<file path="config.mk">
export PLATFORM = sky130hd
export DESIGN_NAME = score_controller
export DESIGN_NICKNAME = d
export VERILOG_FILES = /design/src/rtl/score_controller.sv
export SDC_FILE = /design/constraint.sdc
export NUM_CORES = 1
export LEC_CHECK = 0
export ABC_AREA = 1
export CAP_MARGIN = 40
export CORE_MARGIN = 5
export CORE_UTILIZATION = 50
export CTS_BUF_LIST = sky130_fd_sc_hd__clkbuf_16
export CTS_CLUSTER_SIZE = 14
export DETAILED_ROUTE_END_ITERATION = 10
export PLACE_DENSITY = 0.74
export SLEW_MARGIN = 20
export SYNTH_ARGS = -nofsm -noshare
export SYNTH_HDL_FRONTEND = slang
export SYNTH_SLANG_ARGS = --single-unit
</file>
<file path="constraint.sdc">
create_clock -name clk -period 3.7 [get_ports clk]
set_input_delay 0.74 -clock clk [delete_from_list [all_inputs] [get_ports clk]]
set_output_delay 0.74 -clock clk [all_outputs]
set_load 0.005 [all_outputs]
</file>
<file path="src/rtl/score_controller.sv">
`default_nettype none
// ============================================================================
//  Module   : score_controller
//  Purpose  : Turns hit/miss/scrolled-past pulses into score, streak,
//             multiplier, best streak and a rock meter, and sequences the
//             song state (idle, playing, failed, cleared) for the HUD.
//  Revision : 1.0  initial release
// ============================================================================
module score_controller #(
    parameter int SCORE_W     = 20,
    parameter int STREAK_W    = 10,
    parameter int BASE_POINTS = 50,
    parameter int STEP        = 10,
    parameter int MULT_MAX    = 4,
    parameter int METER_MAX   = 255,
    parameter int METER_INIT  = 128,
    parameter int METER_UP    = 4,
    parameter int METER_DOWN  = 16
) (
    input  logic                clk,
    input  logic                reset_n,
    input  logic                start_game,
    input  logic                song_end,
    input  logic                hit_event,
    input  logic                miss_event,
    input  logic                note_missed,
    output logic [SCORE_W-1:0]  score,
    output logic [STREAK_W-1:0] streak,
    output logic [STREAK_W-1:0] best_streak,
    output logic [2:0]          multiplier,
    output logic [7:0]          rock_meter,
    output logic                playing,
    output logic                game_over,
    output logic                song_done
);

    typedef enum logic [1:0] {
        S_IDLE    = 2'd0,
        S_PLAYING = 2'd1,
        S_FAILED  = 2'd2,
        S_CLEARED = 2'd3
    } state_t;

    localparam logic [SCORE_W:0]    c_BASE_PTS   = (SCORE_W+1)'(BASE_POINTS);
    localparam logic [STREAK_W-1:0] c_STEP       = STREAK_W'(STEP);
    localparam logic [STREAK_W-1:0] c_MULT_STEPS = STREAK_W'(MULT_MAX - 1);
    localparam logic [8:0]          c_METER_MAX  = 9'(METER_MAX);
    localparam logic [8:0]          c_METER_UP   = 9'(METER_UP);
    localparam logic [8:0]          c_METER_DOWN = 9'(METER_DOWN);

    state_t               r_state;
    state_t               w_state_next;
    logic                 w_clear;
    logic                 w_process;

    logic [SCORE_W-1:0]   r_score;
    logic [STREAK_W-1:0]  r_streak;
    logic [STREAK_W-1:0]  r_best;
    logic [2:0]           r_mult;
    logic [7:0]           r_meter;
    logic                 r_playing;
    logic                 r_game_over;
    logic                 r_song_done;

    logic                 w_miss;
    logic [SCORE_W:0]     w_score_sum;
    logic [SCORE_W-1:0]   w_score_next;
    logic [STREAK_W:0]    w_streak_inc;
    logic [STREAK_W-1:0]  w_streak_next;
    logic [STREAK_W-1:0]  w_best_next;
    logic [STREAK_W-1:0]  w_steps;
    logic [2:0]           w_mult_next;
    logic [8:0]           w_meter_up;
    logic [8:0]           w_meter_hit;
    logic [8:0]           w_meter_next;

    // Event arithmetic: every sum is one bit wider than its register, then clamped.
    always_comb begin
        w_miss       = miss_event | note_missed;

        // Hit points use the multiplier in force before this hit.
        w_score_sum  = {1'b0, r_score} + c_BASE_PTS * (SCORE_W+1)'(r_mult);
        w_score_next = r_score;
        if (hit_event) begin
            w_score_next = w_score_sum[SCORE_W] ? {SCORE_W{1'b1}} : w_score_sum[SCORE_W-1:0];
        end

        w_streak_inc  = {1'b0, r_streak} + 1'b1;
        w_streak_next = r_streak;
        if (w_miss) begin
            w_streak_next = '0;
        end else if (hit_event) begin
            w_streak_next = w_streak_inc[STREAK_W] ? {STREAK_W{1'b1}} : w_streak_inc[STREAK_W-1:0];
        end

        w_best_next = (w_streak_next > r_best) ? w_streak_next : r_best;

        // Multiplier tracks the streak it is registered with.
        w_steps     = w_streak_next / c_STEP;
        w_mult_next = (w_steps >= c_MULT_STEPS) ? 3'(MULT_MAX) : 3'(w_steps + 1'b1);

        // A simultaneous hit and miss applies the gain first, then the loss.
        w_meter_up  = {1'b0, r_meter} + c_METER_UP;
        w_meter_hit = {1'b0, r_meter};
        if (hit_event) begin
            w_meter_hit = (w_meter_up > c_METER_MAX) ? c_METER_MAX : w_meter_up;
        end
        w_meter_next = w_meter_hit;
        if (w_miss) begin
            w_meter_next = (w_meter_hit >= c_METER_DOWN) ? (w_meter_hit - c_METER_DOWN) : 9'd0;
        end
    end

    // Game state register.
    always_ff @(posedge clk or negedge reset_n) begin
        if (!reset_n) begin
            r_state <= S_IDLE;
        end else begin
            r_state <= w_state_next;
        end
    end

    // Next-state decode; a drained meter takes priority over the end of the chart.
    always_comb begin
        w_state_next = r_state;
        w_clear      = 1'b0;
        w_process    = 1'b0;
        case (r_state)
            S_PLAYING: begin
                w_process = 1'b1;
                if (w_miss && (w_meter_next == 9'd0)) begin
                    w_state_next = S_FAILED;
                end else if (song_end) begin
                    w_state_next = S_CLEARED;
                end
            end
            default: begin
                if (start_game) begin
                    w_clear      = 1'b1;
                    w_state_next = S_PLAYING;
                end
            end
        endcase
    end

    // Counters and status flags; frozen outside of play.
    always_ff @(posedge clk or negedge reset_n) begin
        if (!reset_n) begin
            r_score     <= '0;
            r_streak    <= '0;
            r_best      <= '0;
            r_mult      <= 3'd1;
            r_meter     <= 8'(METER_INIT);
            r_playing   <= 1'b0;
            r_game_over <= 1'b0;
            r_song_done <= 1'b0;
        end else begin
            if (w_clear) begin
                r_score  <= '0;
                r_streak <= '0;
                r_best   <= '0;
                r_mult   <= 3'd1;
                r_meter  <= 8'(METER_INIT);
            end else if (w_process) begin
                r_score  <= w_score_next;
                r_streak <= w_streak_next;
                r_best   <= w_best_next;
                r_mult   <= w_mult_next;
                r_meter  <= 8'(w_meter_next);
            end
            r_playing   <= (w_state_next == S_PLAYING);
            r_game_over <= (w_state_next == S_FAILED);
            r_song_done <= (w_state_next == S_CLEARED);
        end
    end

    assign score       = r_score;
    assign streak      = r_streak;
    assign best_streak = r_best;
    assign multiplier  = r_mult;
    assign rock_meter  = r_meter;
    assign playing     = r_playing;
    assign game_over   = r_game_over;
    assign song_done   = r_song_done;

endmodule
`default_nettype wire
</file>
; Word level (Yosys, flattened, before mapping)
; Cells that the tools add are included.
; Widths: inputs -> output; s select.
[op_classes]
n_reduce_logical = 7
addsub = 5
eq_ne = 4
mul = 1
div_mod_pow = 1
n_bitwise = 1
n_mux = 28
order_cmp = 4
[ops]
columns = cell, count
row1 = $mux 10, 8
row2 = $mux 20, 4
row3 = $mux 9, 4
row4 = $add 20x9->21, 1
row5 = $mux 8, 2
row6 = $add 10x1->11 const B, 1
row7 = $div 10x4->10 const B, 1
row8 = $ge 10x2->1 const B, 1
row9 = $gt 10x10->1, 1
row10 = $add 8x3->9 const B, 1
row11 = $ge 9x5->1 const B, 1
row12 = $gt 9x8->1 const B, 1
row13 = $logic_not 9->1, 1
row14 = $mux 3, 3
row15 = $sub 9x5->9 const B, 1
row16 = $mul 5x3->8 const A, 1
row17 = $mux 2, 4
row18 = $reduce_bool 2->1, 3
row19 = $eq 2x1->1 const B, 2
row20 = $eq 2x2->1 const B, 2
row21 = $reduce_and 2->1, 2
row22 = $add 3x1->3 const B, 1
row23 = $mux 1, 3
row24 = $logic_and 1x1->1, 1
row25 = $or 1x1->1, 1
[word_totals]
reg_bits = 56
output_inout_bits = 54
in_bits = 7

; Logic depth before layout (Yosys ltp)
; Gate-level depths: netlist (run 1).
[depth]
ltp_word = 12
depth_mapped = 34

; Least setup slack after synthesis (run 1)
; No wires, ideal clock.
[synth_path]
path_kind = input-to-reg
startpoint = input hit_event
endpoint = register r_mult[2] (netlist: multiplier[2])
slack_ps = 93
required_ps = 3577
arrival_ps = 3484
n_path_buf = 1
setup_ps = 123
stages = 30
cell_sequence = buf_2 > nand2_2 > nor2_4 > nand3_2 > nand2_2 > nand2_1 > a21oi_4 > nand3_2 > a21o_1 > nand2_1 > nand2_2 > nand2_4 > nand2_2 > nand2_1 > nand2_2 > inv_2 > nand2_1 > nand3_1 > nand2_2 > nand2_4 > nand2_4 > nand2_4 > nand2_2 > nand2_1 > inv_2 > o21ai_1 > nand2_1 > ha_1 > o31ai_1 > inv_1
[synth_via]
elab_chain_len = 7
[synth_lines]
columns = element, line
row1 = start: declaration, 24  ; input logic hit_event,
row2 = $mux 10 (*), 92  ; end else if (hit_event) begin
row3 = $mux 10 (*), 90  ; if (w_miss) begin
row4 = $div 10x4->10 (*), 99  ; w_steps = w_streak_next / c_STEP;
row5 = $ge 10x2->1 / $add 3x1->3 (equally long branches), 100  ; w_mult_next = (w_steps >= c_MULT_STEPS) ? 3'(MULT_MAX) : 3'(w_steps + 1'b1);
row6 = $mux 3 (*), 100
row7 = $mux 3 (*), 164  ; end else if (w_process) begin
row8 = $mux 3 (*), 158  ; if (w_clear) begin
row9 = end signal: assignment, 168  ; r_mult <= w_mult_next;
row10 = end: declaration, 59  ; logic [2:0] r_mult;
; Mark *: on every way between the ends. The rest lies on a longest branch, timed or not. The select of a mux whose other input is x is not followed.
; A chain may end at the register's enable or synchronous reset.

; Worst setup path after layout (run 1)
[layout_path]
startpoint = register r_streak[0] (netlist: streak[0])
endpoint = register r_mult[0] (netlist: multiplier[0])
[layout_via]
elab_chain_len = 9
[layout_lines]
columns = element, line
row1 = start: declaration, 57  ; logic [STREAK_W-1:0] r_streak;
row2 = start signal: assignment, 166  ; r_streak <= w_streak_next;
row3 = $add 10x1->11, 88  ; w_streak_inc = {1'b0, r_streak} + 1'b1;
row4 = $mux 10, 93  ; w_streak_next = w_streak_inc[STREAK_W] ? {STREAK_W{1'b1}} : w_streak_inc[STREAK_W-1:0];
row5 = $mux 10 (*), 92
row6 = $mux 10 (*), 90
row7 = $div 10x4->10 (*), 99
row8 = $ge 10x2->1 / $add 3x1->3 (equally long branches), 100
row9 = $mux 3 (*), 100
row10 = $mux 3 (*), 164
row11 = $mux 3 (*), 158
; Marks and branches as above.

==> results.md, run 1 <==
Synth:
- The most used standard cell by instance count after synthesis is nand2_1.
- The proportion of register bits with asynchronous set or reset after synthesis is 1.00.
- The total nets after synthesis is 585.
- The synthesized netlist occupies a cell area of 4120 sq um.
- Of the total synthesized cell area, the portion taken by full adders, half adders and majority gates is 0.0898.
- The predominant post-synthesis flop cell is dfrtp_1.
- The synthesized design contains 56 register bits.
- In the post-synthesis netlist, the biggest area contributors are dfrtp_1 (33%), nand2_1 (9.7%), ha_1 (8.5%), inv_1 (7.1%), nand3_1 (5.7%).
- The Yosys step of the flow raised 0 warnings.
- The average instance area after synthesis is 7.51 sq um.
- Counting flops with a built-in enable in the synthesized netlist gives 0.
- The synthesized design spends more area on one cell type than any other, namely dfrtp_1.
- The unique cell type count in the Yosys netlist is 44.
- In the synthesized netlist, the cells that appear most often are nand2_1 (106), inv_1 (78), dfrtp_1 (54).
- Of the total synthesized cell area, the portion taken by AND, OR, NAND and NOR gates is 0.300.
- By area, the combinational part of the netlist is dominated by simple AND/OR/NAND/NOR gates.
- The portion of synthesized area spent on multiplexers is 0.
- The compound-cell area share of the yosys netlist is 0.154.
- The share of the Yosys chip area taken by registers is 0.341.
- The share of synthesized area in the top cell type comes to 0.328.
- Of the total synthesized cell area, the portion taken by XOR and XNOR cells is 0.0276.
- In the synthesized netlist, the number of instances is 549.

Cells and area:
- The fraction of layout instances using a drive strength above 1 is 0.196.
- The signed area change from the synthesized netlist to the final layout is 33.3%.
- The core occupancy in the finished layout is 0.676.
- The final non-filler cell total is 763.
- The design area is 5500 sq um.
- The diode insertion count for antenna repair is 0.
- The net count of the finished layout is 693.

Detailed routing:
- The ratio of routed vias to standard cells is 5.40.
- After detailed routing, the average wire length per cell comes to 14.5 microns.
- In this run, the number of DRC markers left after iteration 0 of detailed routing was 193.
- The total number of vias is 4119.
- The detailed-routing iteration count for the pre-antenna-repair pass is 5.
- The number of remaining DRC errors is 0.
- In this run the remaining antenna-violating nets after routing total 0.
- The final routed wirelength across all metal layers is 11.1 mm.

Place:
- At the end of routability-driven placement, the weighted congestion stood at 0.917.
- Counting tap cells, the placed design contains a total of 746 instances.
- Once detailed placement completed, the half-perimeter wirelength came to 8.27 mm.
- The post-detailed-placement cell area is 5140 sq um.
- Input and output buffers added on the ports amount to 60.

STA:
- Setup repair after global routing could not meet its margin everywhere.
- Setup violations remaining at the end of the flow were counted as 0.
- The hold violation count in the final report is 0.
- The number of max-slew violations in the final report is 0.
- In the finished design, the share of the clock period the worst path needs comes to 0.977.
- The accumulated negative setup slack is 0 ns.
- Static timing analysis puts the maximum clock frequency at 277 MHz.
- The worst-margin pin slew is 0.590 ns.
- Between clock sinks in the finished design, the worst skew comes to 0.00678 ns.
- The worst hold slack across all endpoints is 0.386 ns.
- The relative max-transition margin is 0.605.
- The final critical delay including setup and external delays is 3.61 ns.

Worst hold path:
- The class of the tightest hold or removal check is in2async.

Clock network:
- The longest clock path from root to sink contains 2 buffers.
- The number of H-tree branching levels is 2.
- CTS saw 56 sinks.
- The clock transition at the registers of the reported paths is 0.08 ns.
- The cell at the root of the clock tree is clkbuf_16.
- The number of buffers added by the clock tree synthesis step is 5.
- For the worst-skew pair, the clock arrives at the later sink with an insertion delay of 0.30 ns.
- TritonCTS built the clock tree.

Floorplan:
- The total area inside the core boundary comes to 8130 sq um.
- The die is 101 microns wide.
- The I/O pin total is 61.
- The area enclosed by the die boundary is 10200 sq um.
- The number of placement rows is 33.
- The initial cell density of the core is 0.507.
- From bottom edge to top edge, the die measures 101 microns.

Setup path:
- The worst setup path is captured at a flip-flop.
- The startpoint class of the critical path is a flip-flop.
- In this run the worst path has a maximum fanout of 5.
- The depth of the worst register-to-register path is 26.
- Data on the critical path arrives at its endpoint at 3.86 ns.
- The path type of the worst setup path is reg2reg.
- The endpoint required time on the critical path is 3.94 ns.
- The startpoint of the most critical setup path is streak[0].
- The worst register-to-register path begins at streak[0].
- The end of the worst register-to-register path is multiplier[0].
- Following the worst setup path forward leads to its endpoint at multiplier[0].
- The register-to-register setup slack is 0.09 ns.

Status:
- The flow ran to the end, and the final reports show no timing, DRC or antenna violations.

Global routing:
- The number of antenna violations at the first check in global routing is 0.
- The number of global-route vias before repair was 3971.
- The global route total overflow is 0.
- The first global-routing pass estimated 18.2 mm of wire.
- For this run, the total global-route usage over all layers was measured as 0.221.
- The pin count of the biggest net entering global routing is 22.

Power:
- IR analysis of the VDD net gives a maximum drop of 0.000310 V.
- Power spread over the standard cell area amounts to 433 nW/um^2.
- The leakage component of the power is 0.00270 uW.

Run:
- Max-cap violations in this run came to 0.
==> sequential cells by signal, indices dropped and copies added (netlist names) <==
name,cells
best_streak,10
rock_meter,8
score,20
multiplier,3
playing,1
song_done,1
r_state,2
game_over,1
streak,10
==> kinds of logic after synthesis <==
logic type                 after synthesis
and+or+nand+nor                        252
AOI/OAI and AO/OA                      103
buffers and inverters                   96
DFF                                     56
adders and majority gates               29
xor gates and xnor gates                13
==> worst min path at each step <==
| stage | from | end | slack [ns] |
|---|---|---|---|
| after floorplan | reset_n | best_streak[0] | 0.44 |
| after global placement | score[0] | score[0] | 0.47 |
| after detailed placement | score[0] | score[0] | 0.47 |
| after CTS | reset_n | rock_meter[3] | 0.40 |
| after global routing | reset_n | rock_meter[3] | 0.41 |
| final | reset_n | rock_meter[1] | 0.39 |
==> metal layers <==
metal,track usage,routed length (microns),vias to the layer above
met5,0,0,-
met4,0.0508,144,0
met3,0.0388,721,15
met2,0.370,5310,138
met1,0.297,4900,1900
li1,-,-,2066
==> where the power goes <==
| part | switching, uW | internal [uW] |
|---|---|---|
| combinational | 599 | 457 |
| sequential | 104 | 717 |
| clock | 248 | 257 |
==> area by class of cell <==
type / instances / area (sq um)
clock buffers: 5 / 125
clock inverters: 3 / 26.3
fillers: 686 / 2640
inverters: 87 / 327
multi-input cells: 397 / 2480
flip-flops and latches: 56 / 1410
well taps: 105 / 131
repair buffers: 110 / 1000
==> through the flow <==
stage / total power [uW] / setup WS (ns)
after floorplan: 1440 / 0.0926
after global placement: 1830 / -0.353
after detailed placement: 1860 / -0.605
after CTS: 2370 / 0.0182
after global routing: 2570 / -0.180
final: 2380 / 0.0859
==> cell usage in the layout (no fill, tap or decap), types with 5 or more instances in the layout <==
master	count
ha_1	26
dfrtp_1	52
nand2_2	22
nor3_1	6
o211ai_1	15
nand2_1	98
inv_2	7
buf_4	46
nand3_2	11
inv_1	78
o22ai_1	17
nand4_1	13
clkbuf_16	5
xor2_1	10
a21oi_1	16
nand3_1	44
nor2_1	36
nand2_4	7
nor2_4	5
clkdlybuf4s50_1	56
o21ai_0	33
==> repair_timing <==
item / 4_1_cts / 5_1_grt
hold buffers: 0 / 0
hold endpoints to repair: 0 / 0
pin swaps: 10 / 19
gates cloned: 0 / 0
setup endpoints to repair: 6 / 4
setup buffers: 1 / 8
gates resized for setup: 9 / 30
==> worst max-delay path, stage by stage (launching register included) <==
cell      delay [ns]
dfrtp_1         0.40
ha_4            0.17
nand3_4         0.08
nor2_4          0.16
nand4_1         0.16
nand2_2         0.12
nor2_4          0.05
buf_4           0.12
buf_4           0.14
nand2_1         0.08
o21bai_1        0.14
nand2_2         0.15
o21bai_1        0.16
nand2_1         0.12
a21o_1          0.22
nand2_2         0.11
nand2_4         0.07
nand2_4         0.10
nand2_4         0.07
nand2_2         0.07
nand3b_1        0.11
a21oi_2         0.19
nand2_1         0.11
ha_4            0.18
nor3_4          0.12
nand3_1         0.10
nand2_1         0.06
Power figures use the tool's default switching activity.
==> run 2: changes to the inputs <==
--- a/config.mk
+++ b/config.mk
@@ -9,7 +9,6 @@
 export CAP_MARGIN = 40
 export CORE_MARGIN = 5
 export CORE_UTILIZATION = 50
-export CTS_BUF_LIST = sky130_fd_sc_hd__clkbuf_16
 export CTS_CLUSTER_SIZE = 14
 export DETAILED_ROUTE_END_ITERATION = 10
 export PLACE_DENSITY = 0.74
==> run 2 against run 1 <==
Effect of this change: sequential cell count did not move; worst hold slack got worse by 0.035 ns; global-route usage fell by 0.32 points; fmax fell by 0.58%; highest routed layer unchanged.
==> results.md, run 2 (synthesis results as in run 1) <==
Status:
- Status: finished clean (unchanged).

Run:
- The number of maximum-capacitance constraint violations is 0 (unchanged).

Clock network:
- The largest buffer count on any clock path was 2 (unchanged).
- The clock transition at the registers of the reported paths came to 0.12 ns (was 0.08 ns).
- The cell at the root of the clock tree is clkbuf_8 (was clkbuf_16).
- The number of clock sinks came to 56 (unchanged).
- The hold buffer count at cts is 0 (unchanged).
- The number of buffers added by the clock tree synthesis step is 5 (unchanged).
- The clock network latency to the later pin of the worst-skew pair is 0.33 ns (was 0.30 ns).
- The number of H-tree branching levels is 2 (unchanged).
- The TritonCTS clock tree is done (unchanged).

Global routing:
- The total global routing track utilization is 0.217 (was 0.221).
- The global route total overflow was 0 (unchanged).
- The pin count of the biggest net entering global routing was 22 (unchanged).
- The number of global-route vias before repair is 3982 (was 3971).
- The number of antenna violations at the first check in global routing is 0 (unchanged).
- The global-route wire length before repair came to 18.1 mm (was 18.2 mm).

STA:
- The worst hold slack across all endpoints is 0.350 ns (was 0.386 ns).
- The setup-violating endpoint count in the final report is 0 (unchanged).
- The maximum clock skew at final layout is 0.0124 ns (was 0.00678 ns).
- The worst-margin pin slew is 0.603 ns (was 0.590 ns).
- The fmax is 275 MHz (was 277 MHz).
- The hold violation count in the final report was 0 (unchanged).
- The accumulated negative setup slack is 0 ns (unchanged).
- The final clock period utilization by the worst path was 0.982 (was 0.977).
- Unrepaired setup endpoints after global routing: true (unchanged).
- The final setup slack of the worst path is 0.0648 ns (was 0.0859 ns).
- The relative max-transition margin is 0.596 (was 0.605).
- The number of max-slew violations in the final report is 0 (unchanged).
- The final critical delay including setup and external delays is 3.64 ns (was 3.61 ns).

Floorplan:
- The placeable core region is 8130 sq um (unchanged).
- The width of the die is 101 microns (unchanged).
- The area enclosed by the die boundary is 10200 sq um (unchanged).
- The floorplan die height is 101 microns (unchanged).
- The I/O pin total came to 61 (unchanged).
- The initial cell density of the core is 0.507 (unchanged).
- The number of placement rows came to 33 (unchanged).

Detailed routing:
- The final routed wirelength across all metal layers is 11.1 mm (about the same).
- The total number of vias came to 4127 (was 4119).
- The DRC marker count from the first detailed-route iteration is 234 (was 193).
- The number of remaining DRC errors is 0 (unchanged).
- The detailed-routing iteration count for the pre-antenna-repair pass came to 5 (unchanged).
- The routed wire length per instance is 14.6 microns (was 14.5 microns).
- The ratio of routed vias to standard cells is 5.40 (about the same).
- The remaining antenna violation count after routing was 0 (unchanged).

Setup path:
- The startpoint class of the critical path was a flip-flop (unchanged).
- The startpoint of the most critical setup path is streak[0] (unchanged).
- The data arrival time at the worst-slack endpoint is 3.86 ns (about the same).
- The end of the worst register-to-register path is multiplier[2] (was multiplier[0]).
- The endpoint required time on the critical path is 3.93 ns (was 3.94 ns).
- The maximum fanout along the worst path is 6 (was 5).
- The launching point of the worst reg2reg path is streak[0] (unchanged).
- The critical path's slowest cell was dfrtp_1 (unchanged).
- The depth of the worst register-to-register path is 30 (was 26).
- The largest stage delay on the critical path was 0.42 ns (was 0.40 ns).
- The last element of the critical path is multiplier[2] (was multiplier[0]).
- The register-to-register setup slack is 0.06 ns (was 0.09 ns).
- The category of the worst setup path capture point is a flip-flop (unchanged).
- The path type of the worst setup path is reg2reg (unchanged).
- The cell type with the highest occurrence count on the critical path is nand2_2.

Power:
- The total internal power came to 1310 uW (was 1430 uW).
- The clock group share of total power is 0.166 (was 0.212).
- The maximum vdd drop is 0.000197 V (was 0.000310 V).
- The proportion of total power due to net switching is 0.416 (was 0.399).
- The logic gate share of total power is 0.468 (was 0.443).
- The post-route total power was 2240 uW (was 2380 uW).
- The sequential group share of total power came to 0.366 (was 0.345).
- The leakage component of the power came to 0.00267 uW (was 0.00270 uW).
- The net load switching power is 933 uW (was 951 uW).
- The total power density per cell area is 412 nW/um^2 (was 433 nW/um^2).

Cells and area:
- The flip-flop count of the largest register, all copies and words added is 20 (unchanged).
- The net count of the finished layout is 694 (was 693).
- The most common library cell in the layout ignoring fill and taps is nand2_1 (unchanged).
- The fraction of layout instances using a drive strength above 1 was 0.194 (was 0.196).
- The final-layout fill cell count was 688 (was 686).
- The core occupancy in the finished layout is 0.669 (was 0.676).
- The diode insertion count for antenna repair is 0 (unchanged).
- The signed area change from the synthesized netlist to the final layout is 32.0% (was 33.3%).
- Most frequent cells in the layout: nand2_1 (100), inv_1 (78), clkdlybuf4s50_1 (56) (was nand2_1 (98), inv_1 (78), clkdlybuf4s50_1 (56)).

Worst hold path:
- The class of the tightest hold or removal check is in2async (unchanged).

Place:
- The weighted congestion reported at the end of routability-driven placement was 0.917 (unchanged).
- The count of buffers inserted at the top-level ports is 60 (unchanged).
- The detailed placer's ending HPWL was 8.27 mm (unchanged).
- The minimum setup slack after placement was -0.605 ns (unchanged).
==> run 2: critical path: cells and delay by family, from the launching register on <==
family / cells / cell delay [ns]
buffers and inverters: 4 / 0.41
adder cells (fa/ha/maj): 2 / 0.35
AND/OR/NAND/NOR: 21 / 1.84
flip-flops: 1 / 0.42
AO/OA/AOI/OAI: 3 / 0.52
==> run 2: worst min-delay path by stage <==
stage / depth (start not counted) / startpoint / endpoint
floorplan: 0 / reset_n / best_streak[0]
global placement: 2 / score[0] / score[0]
detailed placement: 2 / score[0] / score[0]
CTS: 1 / reset_n / rock_meter[3]
global route: 1 / reset_n / rock_meter[3]
finish: 1 / reset_n / rock_meter[3]
==> run 2: layout make-up <==
cell class	instances	area, sq um	share of cell area
multi-input cells	397	2470	0.454
flip-flops and latches	56	1410	0.258
repair buffers	111	1010	0.186
inverters	87	327	0.0600
well taps	105	131	0.0241
clock buffers	5	68.8	0.0126
clock inverters	3	26.3	0.00483
==> run 2: metal layers <==
metal	track usage	up-vias	part of all wire
li1	-	2063	-
met1	0.293	1943	0.46
met2	0.367	108	0.48
met3	0.0346	13	0.048
met4	0.0508	0	0.011
met5	0	-	0
==> run 2: power groups by stage <==
stage                     clock network [uW]  logic (uW)  registers (uW)
after floorplan                            0         625             816
after global placement                     0        1000             827
after detailed placement                   0        1030             830
after CTS                                379        1030             819
after global routing                     402        1180             835
final                                    372        1050             821
==> run 2: stage by stage <==
step,instance area [sq um],std cells
global placement,5110,745
detailed placement,5140,746
floorplan,4120,549
CTS,5260,755
finish,5440,764
global route,5440,764
==> run 2: repair_timing <==
action	CTS	global route
gates resized for setup	7	29
hold endpoints to repair	0	0
buffers inserted	1	9
setup endpoints to repair	3	4
pin swaps	10	18
==> run 3: changes to the inputs <==
==> constraint.sdc (replaced) <==
create_clock -name clk -period 4.7 [get_ports clk]
set_input_delay 0.94 -clock clk [delete_from_list [all_inputs] [get_ports clk]]
set_output_delay 0.94 -clock clk [all_outputs]
set_load 0.005 [all_outputs]
==> run 3 against run 2 <==
Effect of this change: sequential power shrank 21%; final cell count is 5.8% lower; die area did not move; non-clock buffer count decreased by 44; clock skew rose by 0.0030 ns; critical path type is now in2reg; worst hold slack better by 0.15 ns.
==> results.md, run 3 (synthesis results as in run 1) <==
Status:
- Status: finished clean (unchanged).

Clock network:
- The clock network latency to the later pin of the worst-skew pair was 0.32 ns (was 0.33 ns).
- The number of H-tree branching levels is 2 (unchanged).
- The hold buffer count at cts is 0 (unchanged).
- The clock transition at the registers of the reported paths is 0.10 ns (was 0.12 ns).
- The largest buffer count on any clock path is 2 (unchanged).
- The TritonCTS clock tree is done (unchanged).
- The number of clock sinks came to 56 (unchanged).
- The post-CTS setup buffer count came to 0 (was 1).
- The number of buffers added by the clock tree synthesis step is 5 (unchanged).
- The cell at the root of the clock tree is clkbuf_8 (unchanged).

Power:
- The sequential group share of total power is 0.375 (was 0.366).
- The total internal power is 1000 uW (was 1310 uW).
- The proportion of total power due to net switching is 0.419 (was 0.416).
- The clock group share of total power is 0.165 (was 0.166).
- The total power density per cell area is 347 nW/um^2 (was 412 nW/um^2).
- The post-route total power came to 1720 uW (was 2240 uW).
- The leakage component of the power was 0.00244 uW (was 0.00267 uW).
- The logic gate share of total power was 0.460 (was 0.468).
- The maximum vdd drop is 0.000145 V (was 0.000197 V).
- The net load switching power was 720 uW (was 933 uW).

Cells and area:
- The flip-flop count of the largest register, all copies and words added is 20 (unchanged).
- The most common library cell in the layout ignoring fill and taps is nand2_1 (unchanged).
- The signed area change from the synthesized netlist to the final layout came to 20.3% (was 32.0%).
- The diode insertion count for antenna repair is 0 (unchanged).
- The fraction of layout instances using a drive strength above 1 is 0.104 (was 0.194).
- The final non-filler cell total is 720 (was 764).
- Most frequent cells in the layout: nand2_1 (106), inv_1 (78), clkdlybuf4s50_1 (58) (was nand2_1 (100), inv_1 (78), clkdlybuf4s50_1 (56)).
- The net count of the finished layout is 650 (was 694).

Detailed routing:
- The final routed wirelength across all metal layers is 10.7 mm (was 11.1 mm).
- The ratio of routed vias to standard cells was 5.67 (was 5.40).
- The remaining antenna violation count after routing is 0 (unchanged).
- The total number of vias came to 4079 (was 4127).
- The detailed-routing iteration count for the pre-antenna-repair pass came to 4 (was 5).
- The number of remaining DRC errors is 0 (unchanged).
- The routed wire length per instance is 14.9 microns (was 14.6 microns).
- The DRC marker count from the first detailed-route iteration is 164 (was 234).

Setup path:
- The path type of the worst setup path is in2reg (was reg2reg).
- The largest stage delay on the critical path was 0.45 ns (was 0.42 ns).
- The cell type with the highest occurrence count on the critical path is nand2_2 (unchanged).
- The category of the worst setup path capture point is a flip-flop (unchanged).
- The critical path's slowest cell is nor2_1 (was dfrtp_1).
- The register-to-register setup slack came to 0.65 ns (was 0.06 ns).
- The number of cells on the critical path was 28 (was 30).
- The depth of the worst register-to-register path is 30 (unchanged).
- The number of buffer and inverter instances along the worst setup path was 4 (unchanged).
- The dominant delay contributor by cell family on the critical path is simple AND/OR/NAND/NOR gates (unchanged).
- The data arrival time at the worst-slack endpoint is 4.63 ns (was 3.86 ns).
- The startpoint class of the critical path was an input port (was flip-flop).
- The maximum fanout along the worst path is 14 (was 6).
- The endpoint required time on the critical path is 4.96 ns (was 3.93 ns).

Place:
- The detailed placer's ending HPWL was 8.09 mm (was 8.27 mm).
- The post-placement cell count is 712 (was 746).
- The count of buffers inserted at the top-level ports came to 60 (unchanged).
- The weighted congestion reported at the end of routability-driven placement is 0.921 (was 0.917).

Floorplan:
- The placeable core region came to 8130 sq um (unchanged).
- The width of the die is 101 microns (unchanged).
- The initial cell density of the core is 0.507 (unchanged).
- The I/O pin total was 61 (unchanged).
- The floorplan die height was 101 microns (unchanged).
- The number of placement rows is 33 (unchanged).
- The area enclosed by the die boundary is 10200 sq um (unchanged).

STA:
- The fmax is 229 MHz.
- The setup-violating endpoint count in the final report was 0 (unchanged).
- The maximum clock skew at final layout is 0.0154 ns (was 0.0124 ns).
- The final critical delay including setup and external delays is 4.36 ns.
- The hold violation count in the final report is 0 (unchanged).
- The number of max-slew violations in the final report is 0 (unchanged).
- In the finished design, the share of the clock period the worst path needs comes to 0.928.
- Unrepaired setup endpoints after global routing: false (was true).
- The worst-margin pin slew is 0.759 ns (was 0.603 ns).
- The worst hold slack across all endpoints is 0.501 ns (was 0.350 ns).
- The relative max-transition margin is 0.492 (was 0.596).

Global routing:
- The global-route wire length before repair is 18.0 mm (was 18.1 mm).
- The total global routing track utilization came to 0.215 (was 0.217).
- The pin count of the biggest net entering global routing is 31 (was 22).
- The number of antenna violations at the first check in global routing was 0 (unchanged).
- The number of global-route vias before repair is 3919 (was 3982).
- The global route total overflow came to 0 (unchanged).

Worst hold path:
- The class of the tightest hold or removal check is reg2reg (was in2async).
- Along the worst hold path, the cell count comes to 2.

Run:
- The number of maximum-capacitance constraint violations is 0 (unchanged).
[run 3: power groups by stage]
stage               Sequential, uW  Combinational [uW]  Clock (uW)
floorplan                      643                 492           0
global placement               655                 766           0
detailed placement             656                 790           0
CTS                            646                 795         291
global route                   659                 890         309
finish                         645                 792         283
[run 3: worst paths after layout]
path / start / endpoint
min reg2reg: score[0] / score[0]
min: score[0] / score[0]
max reg2reg: streak[0] / multiplier[0]
min in group asynchronous: reset_n / rock_meter[2]
max: note_missed / multiplier[0]
max in group asynchronous: reset_n / multiplier[0]
[run 3: repair_timing]
action / in CTS / in global routing
setup endpoints to repair: 0 / 2
resized for setup: 0 / 1
endpoints found under the hold margin: 0 / 0
[run 3: worst min-delay path: stages (launching register included)]
cell and delay [ns]:
dfrtp_1 0.36, nand2_1 0.05, nand2_1 0.06
[run 3: per-stage QoR]
| step | setup WS (ns) | area [sq um] | TNS (ns) | util |
|---|---|---|---|---|
| finish | 0.337 | 4960 | 0 | 0.610 |
| global route | 0.177 | 4960 | 0 | 0.610 |
| CTS | 0.299 | 4960 | 0 | 0.609 |
| detailed placement | -0.0272 | 4860 | -0.0351 | 0.598 |
| global placement | 0.266 | 4860 | 0 | 0.598 |
| floorplan | 0.893 | 4120 | 0 | - |
[run 3: final cells by class]
class                           count  area [sq um]
Clock buffer                        5          68.8
Clock inverter                      3          22.5
Fill cell                         723          3180
Inverter                           87           327
Multi-Input combinational cell    397          2350
Sequential cell                    56          1400
Tap cell                          105           131
Timing Repair Buffer               67           651
[run 3: routing by layer]
layer,GRT usage,part of all wire
met2,0.362,0.48
met4,0.0477,0.011
met5,0,0
met3,0.0332,0.059
met1,0.292,0.45
